<file path="src/rtl/srfp_pkg.sv">
// Shared field ranges, special encodings and the stage payload for the
// single-precision add/sub pipeline.
package srfp_pkg;

  localparam int SIGN    = 31;
  localparam int EXP_HI  = 30;
  localparam int EXP_LO  = 23;
  localparam int MANT_HI = 22;
  localparam int MANT_LO = 0;

  localparam logic [31:0] SP_ZERO = 32'h0000_0000;
  localparam logic [31:0] SP_NAN  = 32'hFFFF_FFFF;
  localparam int          EXP_BIAS = 127;

  typedef struct packed {
    logic        sign;
    logic [9:0]  exp;
    logic [26:0] mant;
    logic        nan;
    logic        zero;
  } stage_t;

endpackage

</file>
<file path="src/rtl/sr_lzc27.sv">
// Leading-zero counter for the 27-bit stage-4 sum (count=27 when all zero).
module sr_lzc27 (
  input  logic [26:0] din,
  output logic [4:0]  count,
  output logic        all_zero
);

  always_comb begin
    count    = 5'd27;
    all_zero = 1'b1;
    for (int i = 0; i < 27; i++) begin
      if (din[i]) begin
        count    = 5'(26 - i);
        all_zero = 1'b0;
      end
    end
  end

endmodule

</file>
<file path="src/rtl/srfp_addsub_pipe.sv">
// Four-stage single-precision add/subtract with valid/ready handshakes.
// Truncating, denormals flushed, underflow -> +0, overflow/Inf/NaN -> all ones.
module srfp_addsub_pipe
  import srfp_pkg::*;
#(
  parameter int GUARD = 3
) (
  input  logic        clk,
  input  logic        rst_n,
  input  logic        in_valid,
  output logic        in_ready,
  input  logic [31:0] a,
  input  logic [31:0] b,
  input  logic        sub,
  output logic        out_valid,
  input  logic        out_ready,
  output logic [31:0] z
);

  // The payload mantissa and the LZC are sized for 24 + GUARD = 27 bits.
  localparam int MW = 24 + GUARD;

  logic stall, adv;
  assign stall    = out_valid && !out_ready;
  assign adv      = !stall;
  assign in_ready = !stall;

  logic        v1, v2, v3, v4;
  stage_t      x1, x2, s3, s4;
  logic        ys1, ys2, c3;
  logic [26:0] my1, my2;
  logic [7:0]  ediff1;

  // Stage 1: unpack, flush denormals, order operands by magnitude.
  logic [7:0]  ea, eb, ediff_u;
  logic [22:0] fa, fb;
  logic        az, bz, bs_eff, swap, ys_u;
  logic [26:0] my_u;
  stage_t      x_u;

  always_comb begin
    ea      = a[EXP_HI:EXP_LO];
    eb      = b[EXP_HI:EXP_LO];
    az      = (ea == 8'd0);
    bz      = (eb == 8'd0);
    fa      = az ? 23'd0 : a[MANT_HI:MANT_LO];
    fb      = bz ? 23'd0 : b[MANT_HI:MANT_LO];
    bs_eff  = b[SIGN] ^ sub;
    swap    = {eb, fb} > {ea, fa};
    x_u      = '0;
    x_u.sign = swap ? bs_eff : a[SIGN];
    x_u.exp  = {2'b00, (swap ? eb : ea)};
    x_u.mant = 27'({!(swap ? bz : az), (swap ? fb : fa)}) << GUARD;
    x_u.nan  = (ea == 8'hFF) || (eb == 8'hFF);
    x_u.zero = az && bz;
    ys_u     = swap ? a[SIGN] : bs_eff;
    my_u     = 27'({!(swap ? az : bz), (swap ? fa : fb)}) << GUARD;
    ediff_u  = swap ? (eb - ea) : (ea - eb);
  end

  // Stage 2: align the smaller mantissa.
  logic [26:0] my_a;
  assign my_a = (ediff1 >= 8'(MW)) ? 27'd0 : (my1 >> ediff1);

  // Stage 3: magnitude add or subtract; the swap keeps the difference non-negative.
  logic [27:0] sum_c;
  stage_t      s3_d;

  always_comb begin
    if (x2.sign == ys2) sum_c = {1'b0, x2.mant} + {1'b0, my2};
    else                sum_c = {1'b0, x2.mant} - {1'b0, my2};
    s3_d      = x2;
    s3_d.mant = sum_c[26:0];
  end

  // Stage 4: normalize.
  logic [4:0] lz;
  logic       lz_zero;
  stage_t     n_d;

  sr_lzc27 u_lzc (
    .din      (s3.mant),
    .count    (lz),
    .all_zero (lz_zero)
  );

  always_comb begin
    n_d = s3;
    if (c3) begin
      n_d.mant = {1'b1, s3.mant[26:1]};
      n_d.exp  = s3.exp + 10'd1;
    end else begin
      n_d.mant = s3.mant << lz;
      n_d.exp  = s3.exp - {5'd0, lz};
      n_d.zero = s3.zero || lz_zero;
    end
  end

  logic [31:0] res;

  always_comb begin
    if (s4.nan)                                          res = SP_NAN;
    else if (s4.zero)                                    res = SP_ZERO;
    else if ($signed(s4.exp) > $signed(10'(2 * EXP_BIAS))) res = SP_NAN;
    else if ($signed(s4.exp) < $signed(10'd1))           res = SP_ZERO;
    else res = {s4.sign, s4.exp[7:0], s4.mant[MW-2 -: 23]};
  end

  logic unused_bits;
  assign unused_bits = ^{s4.mant[26], s4.mant[GUARD-1:0]};

  always_ff @(posedge clk or negedge rst_n) begin
    if (!rst_n) begin
      v1        <= 1'b0;
      v2        <= 1'b0;
      v3        <= 1'b0;
      v4        <= 1'b0;
      out_valid <= 1'b0;
      x1        <= '0;
      x2        <= '0;
      s3        <= '0;
      s4        <= '0;
      ys1       <= 1'b0;
      ys2       <= 1'b0;
      c3        <= 1'b0;
      my1       <= '0;
      my2       <= '0;
      ediff1    <= '0;
      z         <= SP_ZERO;
    end else if (adv) begin
      v1        <= in_valid;
      x1        <= x_u;
      ys1       <= ys_u;
      my1       <= my_u;
      ediff1    <= ediff_u;
      v2        <= v1;
      x2        <= x1;
      ys2       <= ys1;
      my2       <= my_a;
      v3        <= v2;
      s3        <= s3_d;
      c3        <= sum_c[27];
      v4        <= v3;
      s4        <= n_d;
      out_valid <= v4;
      if (v4) z <= res;
    end
  end

endmodule

</file>
<file path="config.mk">
export PLATFORM = sky130hd
export DESIGN_NAME = srfp_addsub_pipe
export DESIGN_NICKNAME = d
export VERILOG_FILES = /design/src/rtl/srfp_pkg.sv /design/src/rtl/sr_lzc27.sv /design/src/rtl/srfp_addsub_pipe.sv
export SDC_FILE = /design/constraint.sdc
export NUM_CORES = 1
export LEC_CHECK = 0
export BUFFER_PORTS_ARGS = -buffer_cell sky130_fd_sc_hd__buf_2
export CORE_UTILIZATION = 45
export DETAILED_ROUTE_END_ITERATION = 12
export SYNTH_ARGS = -nofsm -noshare
export SYNTH_HDL_FRONTEND = slang
export SYNTH_SLANG_ARGS = --single-unit
</file>
<file path="constraint.sdc">
create_clock -name clk -period 6.6 [get_ports clk]
set_input_delay 0.33 -clock clk [delete_from_list [all_inputs] [get_ports clk]]
set_output_delay 0.33 -clock clk [all_outputs]
set_load 0.01 [all_outputs]
</file>
---- Word-level counts from Yosys, hierarchy flattened ----
Cells that the tools add are included.
storage, ports and cells
  memories ................................ 0
  RAM bits ................................ 0
  bits in registers ....................... 246
  input port bits ......................... 69
  ROM bits ................................ 0
  output and inout bits ................... 34
  latch bits .............................. 0
  logic and storage cells ................. 132
cells by class
  shifts and indexed selects .............. 2
  order comparisons ....................... 4
  $mul .................................... 0
  $add $sub $neg .......................... 6
  bitwise logic cells ..................... 2
  reduce and logical (&&, ||, !) cells .... 11
  eq/ne operators ......................... 3
  divide/modulo/power cells ............... 0
  multiplexer cells ....................... 72
operators by type and width
  operator                                                           count
  2-to-1 mux 32 bit                                                  4
  2-to-1 mux 23 bit                                                  4
  2-to-1 mux 5 bit                                                   16
  2-to-1 mux 37 bit                                                  1
  2-to-1 mux 1 bit                                                   33
  2-to-1 mux 4 bit                                                   8
  > comparator 31 bit                                                1
  adder 27 x 27 -> 28 bit                                            1
  2-to-1 mux 28 bit                                                  1
  subtractor 27 x 27 -> 28 bit                                       1
  2-to-1 mux 27 bit                                                  1
  left shift 27 x 5 -> 27 bit                                        1
  >> shifter 27 x 8 -> 27 bit                                        1
  equality test 8 bit, second input constant                         2
  logical NOT 8 bit                                                  2
  2-to-1 mux 8 bit                                                   2
  subtractor 8 bit                                                   2
  > comparator 10 x 9 -> 1 bit, second input constant                1
  less-than comparator 10 x 2 -> 1 bit, second input constant        1
  adder 8 x 1 -> 9 bit, second input constant                        1
  subtractor 8 x 5 -> 9 bit                                          1
  greater-or-equal comparator 8 x 5 -> 1 bit, second input constant  1
  logical NOT 1 bit                                                  4
  2-to-1 mux 2 bit                                                   2
  other kinds (6)                                                    8

---- Longest topological paths before layout ----
Gate-level depths: netlist of run 1.
  depth in word-level cells ............... 29
  depth in mapped cells ................... 18
  depth with buffers taken out ............ 16

---- Hierarchy ----
Synthesis of run 1 repeated with hierarchy kept, for this count alone.
unflattened totals
  cells, all modules ...................... 2130
  area, all modules ....................... 16918.7 um^2
modules (own cells, without submodules)
  module            times used  seq. area each (um^2)  cells each  area each (um^2)
  srfp_addsub_pipe  1           6080.8                 2079        16579.7
  sr_lzc27          1           0.0                    51          339.1

---- Least setup slack after synthesis of run 1 ----
Ideal clock, no wire load.
  path kind ............................... input -> register
  start ................................... input port b[26]
  end ..................................... register ediff1[5]
  slack ................................... 3.177 ns
  path buffers ............................ 1
  stages .................................. 14
  setup time .............................. 0.095 ns
  data required time ...................... 6.505 ns
  arrival ................................. 3.327 ns
  path through ............................ nor4_1 > nand2_1 > clkbuf_1 > and2_1 > ha_1 > a2111oi_0 > o21ai_0 > o2111a_1 > o21ai_0 > or4b_1 > nand3_1 > o221ai_1 > o21a_1 > o31ai_1
on the way
  longest elaborated chain between the ends .. 4
  elaborated cells on any way between the ends .. 6
  those cells by class .................... add/sub: 2; order compare: 1; mux: 2; reduce/logical: 1
ends and longest elaborated chain
  item                  RTL line                 RTL
  start, declared       srfp_addsub_pipe.sv:13   input logic [31:0] b,
  logical NOT 8 bit     srfp_addsub_pipe.sv:45   bz = (eb == 8'd0);
  2-to-1 mux 23 bit     srfp_addsub_pipe.sv:47   fb = bz ? 23'd0 : b[MANT_HI:MANT_LO];
  > comparator 31 bit   srfp_addsub_pipe.sv:49   swap = {eb, fb} > {ea, fa};
  2-to-1 mux 8 bit *    srfp_addsub_pipe.sv:58   ediff_u = swap ? (eb - ea) : (ea - eb);
  end signal, assigned  srfp_addsub_pipe.sv:135  ediff1 <= ediff_u;
  end, declared         srfp_addsub_pipe.sv:32   logic [7:0] ediff1;
Every way passes the cells marked *; elsewhere a longest branch is shown, timed or not.
A chain may end at the register's enable or synchronous reset.

---- Worst setup path after layout of run 1 ----
  start ................................... input port b[26]
  end ..................................... register my1[26]
on the way
  longest elaborated chain between the ends .. 5
ends and longest elaborated chain
  item                  RTL line                 RTL
  logical NOT 8 bit     srfp_addsub_pipe.sv:45
  2-to-1 mux 23 bit     srfp_addsub_pipe.sv:47
  > comparator 31 bit   srfp_addsub_pipe.sv:49
  2-to-1 mux 1 bit *    srfp_addsub_pipe.sv:57   my_u = 27'({!(swap ? az : bz), (swap ? fa : fb)}) << GUARD;
  logical NOT 1 bit *   srfp_addsub_pipe.sv:57
  end signal, assigned  srfp_addsub_pipe.sv:134  my1 <= my_u;
  end, declared         srfp_addsub_pipe.sv:31   logic [26:0] my1, my2;
Marked as above.

==> flow_summary.json, run 1 <==
{
  "hold_start": "a[18]",
  "synthCells": 2199,
  "postRouteAntennaNets": 0,
  "period_share_pct": 63.6,
  "hold_viol": 0,
  "drtIter0Drc": 1144,
  "min_period_ps": 4190,
  "gp_congestion": 0.906,
  "holdWs_ps": 66.2,
  "pre_cts_ws_ps": 1860,
  "crit_path_end_kind": "flip-flop",
  "synth_cell_types": 105,
  "routed_via_density": 5.76,
  "grt_pass1_wl_mm": 80.9,
  "die_w_um": 198,
  "antenna_found_initial": 0,
  "hold_class": "input pin to flip-flop",
  "ir_worst_vdd_uv": 270,
  "cellLeakagePower_nw": 8.40,
  "hpwl_mm": 36.2,
  "htreeDepth": 1,
  "synth_edf_count": 0,
  "met1_usage_pct": 36.2,
  "yosys_warnings": 0,
  "status": "completed",
  "fmax_mhz": 238,
  "grt_start_max_net_pins": 174,
  "io_buffers": 102,
  "areaGrowthSynthToFinish_pct": 9.42,
  "reg2reg_from": "s3[9]$_DFFE_PN0N_",
  "use_met3_pct": 2.59,
  "cts.path.max_buffers": 3,
  "rr_worst_depth": 12,
  "nFillCells": 3774,
  "final_common_cell": "nand2_1",
  "coreArea_mm2": 0.0378,
  "criticalPathCategory": "input pin to flip-flop",
  "ys_ff_latch": 243,
  "nets": 2368,
  "die_h_um": 198,
  "n_antenna_cell": 0,
  "cp_data_required_time_ps": 6980,
  "grt-busiest-layer": "met2",
  "worstPathArrival_ps": 4580,
  "first_pass_iters": 5,
  "p_total_w": 0.00944,
  "r2r-end": "s4[36]$_DFFE_PN0N_",
  "final_max_slew_viol_count": 0,
  "vias": 15720,
  "rows": 71,
  "grtUsageMet2_pct": 41.9,
  "cts_buffers": 29,
  "wire_per_inst_um": 18.2,
  "slew_headroom_pct": 26.6,
  "postLayoutCoreUtil_pct": 50.2,
  "path_max_fanout": 33,
  "cts_sinks": 243,
  "min_to": "x1[23]$_DFFE_PN0N_",
  "grt_pass1_vias": 14832,
  "synthArstFlopShare_pct": 100,
  "drt_wl_total_mm": 49.6,
  "avgSynthCellArea_um2": 7.88,
  "worst_pin_slew_ps": 1100,
  "boundaryPins": 103,
  "power.density_mw_per_mm2": 498,
  "layout_common_cells": "nand2_1, nor2_1, dfrtp_1",
  "min_path_cells": 3,
  "rsz0062_at_grt": "false",
  "syn_area_mm2": 0.0173,
  "fin_ws_ps": 2410,
  "dieArea_mm2": 0.0393,
  "synth-main-ff-cell": "dfrtp_1",
  "start_util_pct": 45.9,
  "ys_seq_area_share_pct": 35.1,
  "start_kind": "input pin",
  "cap_violations": 0,
  "finalClockSkew_ps": 11.4,
  "drive_above_1_share_pct": 10.7,
  "insertion_delay_ps": 550,
  "cts_setup_buffers": 0,
  "synth_nets": 2365,
  "tns_ps": 0,
  "clkSlewWorstSetupHoldPaths_ps": 60,
  "setup_viol": 0,
  "tritoncts": "done",
  "grt.overflow.total": 0,
  "route.detailed.drc": 0,
  "grt_usage_pct": 25.7,
  "clockRootBuffer": "clkbuf_16",
  "reg2reg_slack_ps": 2520
}
## cell usage after synthesis (10+ instances only)
cell type / instances / area [um2]
a211oi_1: 23 / 173
a21o_1: 15 / 113
a21oi_1: 186 / 931
a31oi_1: 71 / 444
and2_1: 31 / 194
and3_1: 15 / 93.8
buf_2: 26 / 130
clkbuf_1: 104 / 390
dfrtp_1: 243 / 6080
ha_1: 93 / 1160
inv_1: 81 / 304
mux2_2: 21 / 236
mux2i_1: 42 / 420
nand2_1: 375 / 1410
nand2b_1: 14 / 87.6
nand3_1: 95 / 475
nand4_1: 18 / 113
nor2_1: 257 / 965
nor2b_1: 14 / 87.6
nor3_1: 28 / 140
nor4_1: 12 / 75.1
o211ai_1: 19 / 143
o21a_1: 10 / 75.1
o21ai_0: 137 / 686
o21ai_1: 10 / 50.1
o22ai_1: 23 / 144
o31ai_1: 12 / 90.1
or3_1: 11 / 68.8
xnor2_1: 27 / 236
xor2_1: 13 / 114
## power by group
| group | internal, W | leakage (nW) | switching, W | total (W) |
|---|---|---|---|---|
| combinational | 0.00198 | 5.02 | 0.00307 | 0.00506 |
| sequential | 0.00211 | 2.92 | 0.000719 | 0.00283 |
| clock | 0.000947 | 0.463 | 0.000608 | 0.00155 |
| total | 0.00504 | 8.40 | 0.00440 | 0.00944 |
## layout make-up
type                            count  area (um2)  share of cell area, %
Multi-Input combinational cell   1718       10300                   54.3
Sequential cell                   243        6080                   32.1
Clock buffer                       39         833                   4.39
Timing Repair Buffer              121         681                   3.59
Tap cell                          511         639                   3.37
Inverter                           89         347                   1.83
Clock inverter                      8        90.1                  0.475
## cells by family after synthesis
| kind of cell | count (synthesis) | share of synthesized area [%] |
|---|---|---|
| flops | 243 | 35.1 |
| buf+inv | 238 | 5.76 |
| simple gates | 909 | 23.4 |
| compound gates | 600 | 21.7 |
| fa+ha+maj | 97 | 7.18 |
| mux | 72 | 4.87 |
| xor+xnor | 40 | 2.02 |
## what timing repair did
item,CTS,global route
gates resized for setup,0,0
endpoints found under the hold margin,71,0
hold buffers,2,0
## worst max-delay path by stage
stage	endpoint	cells past startpoint	slack [ps]	startpoint
2_1_floorplan	ediff1[5]$_DFFE_PN0N_	14	3180	b[26]
6_report	my1[26]$_DFFE_PN0N_	14	2410	b[26]
3_3_place_gp	my1[26]$_DFFE_PN0N_	14	1740	b[26]
3_5_place_dp	my1[26]$_DFFE_PN0N_	14	1860	b[26]
4_1_cts	my1[26]$_DFFE_PN0N_	14	2440	b[26]
5_1_grt	my1[26]$_DFFE_PN0N_	14	2020	b[24]
## routing by layer
| metal | share of wire [%] | vias up |
|---|---|---|
| met4 | 2.3 | 0 |
| met1 | 47 | 7484 |
| met2 | 47 | 427 |
| met5 | 0 | - |
| met3 | 4.5 | 68 |
| li1 | - | 7741 |
## state kept, by name, indices dropped and copies added, names as in the netlist, 2 cells and up
name    count
s4         36
s3_d       11
x1         35
ediff1      8
z          32
x2         24
my1        24
my2        27
s3         36
n_d         2
## through the flow
step / instances / cell area, um2
3_3_place_gp: 2680 / 18000
4_1_cts: 2729 / 19000
5_1_grt: 2729 / 19000
6_report: 2729 / 19000
3_5_place_dp: 2680 / 18000
2_1_floorplan: 2199 / 17300
## worst max-delay path, stage by stage
cell and delay [ps]:
buf_2 130, nor4_1 300, nand2_1 610, and2_1 450, ha_1 330, a2111oi_0 350
o21ai_0 150, o2111a_1 170, o21ai_0 250, nand2_1 170, o21ai_4 490, buf_4 450
mux2i_1 230, a21oi_1 100
Power figures use the tool's default switching activity.
==> run 2: changes to the inputs <==
==> constraint.sdc (replaced) <==
create_clock -name clk -period 3.85 [get_ports clk]
set_input_delay 0.1925 -clock clk [delete_from_list [all_inputs] [get_ports clk]]
set_output_delay 0.1925 -clock clk [all_outputs]
set_load 0.01 [all_outputs]
==> run 2 against run 1 <==
- clock power up 79%
- non-clock buffer count rose by 57
- critical path depth is 4 higher
- clock-buffer cell count increased by 1
- highest routed layer unchanged
- die area unchanged
- worst setup slack got worse by 2200 ps
- via count up 2.1%
==> flow_summary.json, run 2 (same netlist as run 1, synthesis figures left out) <==
{
  "routed_via_density": 5.75,
  "multi_input_area_mm2": 0.0103,
  "cp_data_required_time_ps": 4270,
  "cp_cell_sequence": "dlygate4sd3_1 > buf_2 > nor4_2 > nand2_1 > buf_4 > buf_4 > and2_1 > ha_1 > nor2b_1 > o21ai_0 > a21oi_1 > o2111a_1 > or2_2 > o21a_2 > buf_12 > o221ai_1 > o21a_1 > o31ai_1",
  "ir_worst_vdd_uv": 316,
  "fmax_mhz": 278,
  "htreeDepth": 1,
  "gp_congestion": 0.914,
  "nets": 2424,
  "crit_path_end_kind": "flip-flop",
  "drt_wl_total_mm": 50.5,
  "final_max_slew_viol_count": 0,
  "rows": 71,
  "areaGrowthSynthToFinish_pct": 13.1,
  "route.detailed.drc": 0,
  "nFillCells": 3694,
  "grt_usage_pct": 26.0,
  "first_pass_iters": 5,
  "min_period_ps": 3600,
  "hold_viol": 0,
  "slew_headroom_pct": 20.7,
  "start_kind": "input pin",
  "coreArea_mm2": 0.0378,
  "clkSlewWorstSetupHoldPaths_ps": 60,
  "cts_buffers": 28,
  "die_h_um": 198,
  "period_share_pct": 93.4,
  "wl_met2_mm": 23.8,
  "drtIter0Drc": 1159,
  "postRouteAntennaNets": 0,
  "cts_sinks": 243,
  "final_common_cell": "nand2_1",
  "hpwl_mm": 36.8,
  "cellLeakagePower_nw": 8.68,
  "grt.overflow.total": 0,
  "drive_above_1_share_pct": 11.8,
  "die_w_um": 198,
  "met1Wirelength_mm": 23.3,
  "seq_area_mm2": 0.00608,
  "worst_pin_slew_ps": 1180,
  "rsz0062_at_grt": "false",
  "hold_class": "input pin to flip-flop",
  "cap_violations": 0,
  "status": "completed",
  "top_layer": "met4",
  "vias": 16045,
  "cts.path.max_buffers": 3,
  "insertion_delay_ps": 570,
  "antenna_found_initial": 0,
  "wire_per_inst_um": 18.1,
  "grt_start_max_net_pins": 180,
  "crit_top_cell": "buf_4",
  "tritoncts": "done",
  "setup_viol": 0,
  "finalClockSkew_ps": 21.8,
  "worstPathArrival_ps": 4020,
  "path_max_fanout": 34,
  "start_util_pct": 45.9,
  "cp_slowest_stage_delay_ps": 530,
  "grt_pass1_wl_mm": 82.0,
  "reg_top3": "s3: 36 flops, s4: 36 flops, x1: 35 flops",
  "n_antenna_cell": 0,
  "holdWs_ps": 25.7,
  "clockRootBuffer": "clkbuf_16",
  "io_buffers": 102,
  "tns_ps": 0,
  "crit_slowest_cell": "dlygate4sd3_1",
  "wl_met3_mm": 2.04,
  "layout_common_cells": "nand2_1, nor2_1, dfrtp_1",
  "p_total_w": 0.0166,
  "critical_path_buf_inv_count": 5,
  "dieArea_mm2": 0.0393,
  "power.density_mw_per_mm2": 847,
  "critPathTopFamily": "buffers and inverters",
  "boundaryPins": 103,
  "grt_pass1_vias": 15234,
  "criticalPathCategory": "input pin to flip-flop"
}
## run 2: final timing paths
path | from | end | slack [ps] | cells past startpoint
hold reg to reg | s3_d[31]$_DFFE_PN0N_ | s3_d[31]$_DFFE_PN0N_ | 470 | 2
min in group asynchronous | rst_n | s3[20]$_DFFE_PN0N_ | 300 | 2
setup reg to reg | x2[5]$_DFFE_PN0N_ | s3[27]$_DFFE_PN0N_ | 440 | 12
setup / recovery | b[26] | ediff1[5]$_DFFE_PN0N_ | 250 | 18
hold / removal | b[25] | x1[31]$_DFFE_PN0N_ | 30 | 3
max in group asynchronous | rst_n | z[17]$_DFFE_PN0P_ | 2430 | 3
## run 2: where the power goes
part / switching [W] / internal (W) / total (W)
logic: 0.00543 / 0.00358 / 0.00901
registers: 0.00120 / 0.00362 / 0.00482
clock network: 0.00109 / 0.00169 / 0.00277
total: 0.00772 / 0.00889 / 0.0166
## run 2: final cells by class
cell class / instances / area share, %
Multi-Input combinational cell: 1718 / 52.7
Sequential cell: 243 / 31.0
Timing Repair Buffer: 178 / 6.33
Clock buffer: 40 / 4.01
Tap cell: 511 / 3.26
Inverter: 89 / 1.77
Clock inverter: 11 / 0.894
## run 2: metrics by stage
step | worst slack, ps | utilization, % | cells | cell area [um2]
after floorplan | 565 | - | 2199 | 17300
after global placement | 91.2 | 48.5 | 2709 | 18300
after detailed placement | 48.3 | 48.5 | 2709 | 18300
after CTS | 94.0 | 51.8 | 2790 | 19600
after global routing | 6.73 | 51.9 | 2790 | 19600
final | 253 | 51.9 | 2790 | 19600
## run 2: timing repair
item / in CTS / in global routing
gates resized for setup: 0 / 6
hold buffers: 30 / 0
buffers inserted: 0 / 0
setup endpoints to repair: 0 / 65
endpoints found under the hold margin: 153 / 0
## run 2: worst reg2reg max path: stages (launching register included)
cell and delay [ps]:
dfrtp_1 400, ha_1 180, inv_1 50, fa_1 400, nor2_1 160, o311a_1 250
o211ai_1 210, o311ai_2 460, o221ai_1 280, o311ai_0 380, o311ai_1 200, xnor2_1 210
o21ai_0 100
## run 2: routing by layer
layer / vias up / GRT usage [%]
li1: 7873 / -
met1: 7680 / 36.3
met2: 408 / 42.5
met3: 84 / 2.21
met4: 0 / 8.10
met5: - / 0
==> run 3: changes to the inputs <==
--- a/config.mk
+++ b/config.mk
@@ -5,8 +5,10 @@
 export SDC_FILE = /design/constraint.sdc
 export NUM_CORES = 1
 export LEC_CHECK = 0
+export ABC_AREA = 1
 export BUFFER_PORTS_ARGS = -buffer_cell sky130_fd_sc_hd__buf_2
 export CORE_UTILIZATION = 45
+export CTS_CLUSTER_SIZE = 25
 export DETAILED_ROUTE_END_ITERATION = 12
 export SYNTH_ARGS = -nofsm -noshare
 export SYNTH_HDL_FRONTEND = slang
==> run 3 against run 2 <==
- final area decreased by 2.4%
- combinational power increased by 3.3%
- non-clock buffer count increased by 10
==> flow_summary.json, run 3 <==
{
  "layout.cells.non_filler": 2984,
  "cp_slowest_stage_delay_ps": 570,
  "route.detailed.drc": 0,
  "grt_start_max_net_pins": 160,
  "cts.path.max_buffers": 3,
  "grt_pass1_wl_mm": 83.6,
  "grt_pass1_vias": 15850,
  "synth-main-ff-cell": "dfrtp_1",
  "path_max_fanout": 22,
  "crit_path_end_kind": "flip-flop",
  "nFillCells": 3704,
  "wl_met3_mm": 2.12,
  "final_max_slew_viol_count": 0,
  "avgSynthCellArea_um2": 6.96,
  "ir_worst_vdd_uv": 354,
  "areaGrowthSynthToFinish_pct": 14.1,
  "worst_pin_slew_ps": 1080,
  "hold_start": "b[25]",
  "wl_met2_mm": 23.8,
  "synth_common_cells": "nand2_1, dfrtp_1, a21oi_1",
  "hold_viol": 0,
  "drive_above_1_share_pct": 8.98,
  "gp_congestion": 0.946,
  "ys_seq_area_share_pct": 36.3,
  "cts_buffers": 29,
  "routed_via_density": 5.48,
  "criticalPathCategory": "input pin to flip-flop",
  "die_h_um": 195,
  "htreeDepth": 1,
  "top_layer": "met4",
  "crit_slowest_cell": "dlygate4sd3_1",
  "cap_violations": 0,
  "synth_edf_count": 0,
  "yosysTopAreaCell": "dfrtp_1",
  "reg_top3": "s3: 36 flops, s4: 36 flops, x1: 35 flops",
  "rsz0062_at_grt": "false",
  "synth_top_area_share_pct": 36.3,
  "start_util_pct": 45.8,
  "rr_worst_depth": 17,
  "syn_area_mm2": 0.0168,
  "power.density_mw_per_mm2": 877,
  "clockRootBuffer": "clkbuf_16",
  "synth_top_cells_by_area": "dfrtp_1, nand2_1, a21oi_1",
  "die_w_um": 195,
  "postRouteAntennaNets": 0,
  "post-synth-top-count-cell": "nand2_1",
  "synth_cell_types": 52,
  "vias": 16343,
  "finalClockSkew_ps": 21.8,
  "ys_ff_latch": 243,
  "reg2reg_from": "x2[7]$_DFFE_PN0N_",
  "grt.overflow.total": 0,
  "layout_common_cells": "nand2_1, dfrtp_1, a21oi_1",
  "yosys_warnings": 0,
  "io_buffers": 102,
  "coreArea_mm2": 0.0366,
  "cts_setup_buffers": 0,
  "synth_nets": 2575,
  "cellLeakagePower_nw": 9.59,
  "min_path_cells": 3,
  "wire_per_inst_um": 17.2,
  "min_period_ps": 3520,
  "min_to": "x1[31]$_DFFE_PN0N_",
  "first_pass_iters": 7,
  "dieArea_mm2": 0.0380,
  "clkSlewWorstSetupHoldPaths_ps": 60,
  "boundaryPins": 103,
  "met1Wirelength_mm": 23.6,
  "tritoncts": "done",
  "synthCells": 2409,
  "hpwl_mm": 38.1,
  "worstPathArrival_ps": 3970,
  "insertion_delay_ps": 570,
  "dp_cells": 2896,
  "synthArstFlopShare_pct": 100,
  "start_kind": "input pin",
  "slew_headroom_pct": 28.2,
  "hold_class": "input pin to flip-flop",
  "fmax_mhz": 284,
  "cts_sinks": 243,
  "antenna_found_initial": 0,
  "postLayoutCoreUtil_pct": 52.2,
  "reg2reg_slack_ps": 370,
  "drtIter0Drc": 994,
  "tns_ps": 0,
  "nets": 2660,
  "n_antenna_cell": 0,
  "period_share_pct": 91.4,
  "setup_viol": 0,
  "cp_data_required_time_ps": 4300,
  "grt_usage_pct": 27.2,
  "cp_cell_sequence": "buf_2 > inv_1 > nand4_1 > nor2_1 > inv_2 > buf_4 > nand2_1 > ha_1 > a21oi_1 > o21ai_0 > o31a_1 > a2111o_1 > nand2_2 > inv_1 > buf_4 > nand2_1 > a31oi_1 > dlygate4sd3_1",
  "final_common_cell": "nand2_1",
  "drt_wl_total_mm": 51.2,
  "status": "completed",
  "rows": 70,
  "r2r-end": "s3[28]$_DFFE_PN0N_"
}
## run 3: changes by cell type after synthesis, moves of 17 or more
cell,before,now
nand2_1,375,648
inv_1,81,230
nand3_1,95,188
nor2_1,257,181
o21ai_0,137,213
a21oi_1,186,239
a31oi_1,71,34
and2_1,31,0
a211oi_1,23,1
buf_2,26,4
xnor2_1,27,5
mux2_2,21,0
mux2i_1,42,25
## run 3: logic make-up (layout without fill, tap and decap cells)
| family | after synthesis | after routing | share of synthesized area [%] |
|---|---|---|---|
| muxes | 25 | 25 | 1.49 |
| and+or+nand+nor | 1068 | 1068 | 26.1 |
| buffers and inverters | 377 | 484 | 8.63 |
| DFF | 243 | 243 | 36.3 |
| AOI/OAI and AO/OA | 571 | 571 | 18.6 |
| adders and majority gates | 97 | 97 | 7.42 |
| xor gates and xnor gates | 28 | 28 | 1.46 |
## run 3: worst max-delay path: cells and delay by family
kind	cells	cell delay [ps]
and+or+nand+nor	5	830
adders and majority gates	1	260
AOI/OAI and AO/OA	5	950
buffers and inverters	7	1710
## run 3: worst max path at each step
stage | start | to | slack (ps) | depth (start not counted)
final | a[30] | x1[24]$_DFFE_PN0N_ | 330 | 18
after global routing | x2[5]$_DFFE_PN0N_ | s3[28]$_DFFE_PN0N_ | 60 | 18
after CTS | x2[5]$_DFFE_PN0N_ | s3[27]$_DFFE_PN0N_ | 400 | 22
after detailed placement | a[30] | my1[10]$_DFFE_PN0N_ | 210 | 17
after global placement | a[26] | my1[10]$_DFFE_PN0N_ | 250 | 17
after floorplan | b[26] | my1[22]$_DFFE_PN0N_ | 530 | 18
## run 3: final cells by class
| type | instances | area, um2 | share of cell area, % |
|---|---|---|---|
| inverters | 243 | 920 | 4.81 |
| clock buffers | 38 | 779 | 4.08 |
| flip-flops and latches | 243 | 6080 | 31.8 |
| multi-input cells | 1789 | 9260 | 48.4 |
| repair buffers | 188 | 1330 | 6.95 |
| well taps | 468 | 586 | 3.06 |
| clock inverters | 15 | 175 | 0.916 |
## run 3: metrics by stage
| stage | hold slack (ps) | total power, W | worst slack, ps | instance area (um2) |
|---|---|---|---|---|
| floorplan | -103 | 0.0110 | 531 | 16800 |
| global placement | 270 | 0.0138 | 248 | 17800 |
| detailed placement | 272 | 0.0139 | 211 | 17800 |
| CTS | 1.64 | 0.0168 | 400 | 19100 |
| global route | 35.3 | 0.0184 | 56.4 | 19100 |
| finish | 18.4 | 0.0168 | 333 | 19100 |
## run 3: repair_timing
action | CTS | global route
hold buffers | 35 | 0
hold endpoints to repair | 116 | 0
gates resized for setup | 0 | 1
setup endpoints to repair | 0 | 2
## run 3: power breakdown
group / leakage, nW / internal [W] / total, W / switching, W
logic: 6.21 / 0.00321 / 0.00931 / 0.00610
registers: 2.93 / 0.00366 / 0.00468 / 0.00102
clock network: 0.456 / 0.00163 / 0.00278 / 0.00115
total: 9.59 / 0.00850 / 0.0168 / 0.00827
## run 3: layer usage
metal / up-vias / GRT usage (%)
met5: - / 0
met4: 0 / 9.24
met3: 96 / 2.47
met2: 431 / 45.4
met1: 7686 / 36.9
li1: 8130 / -
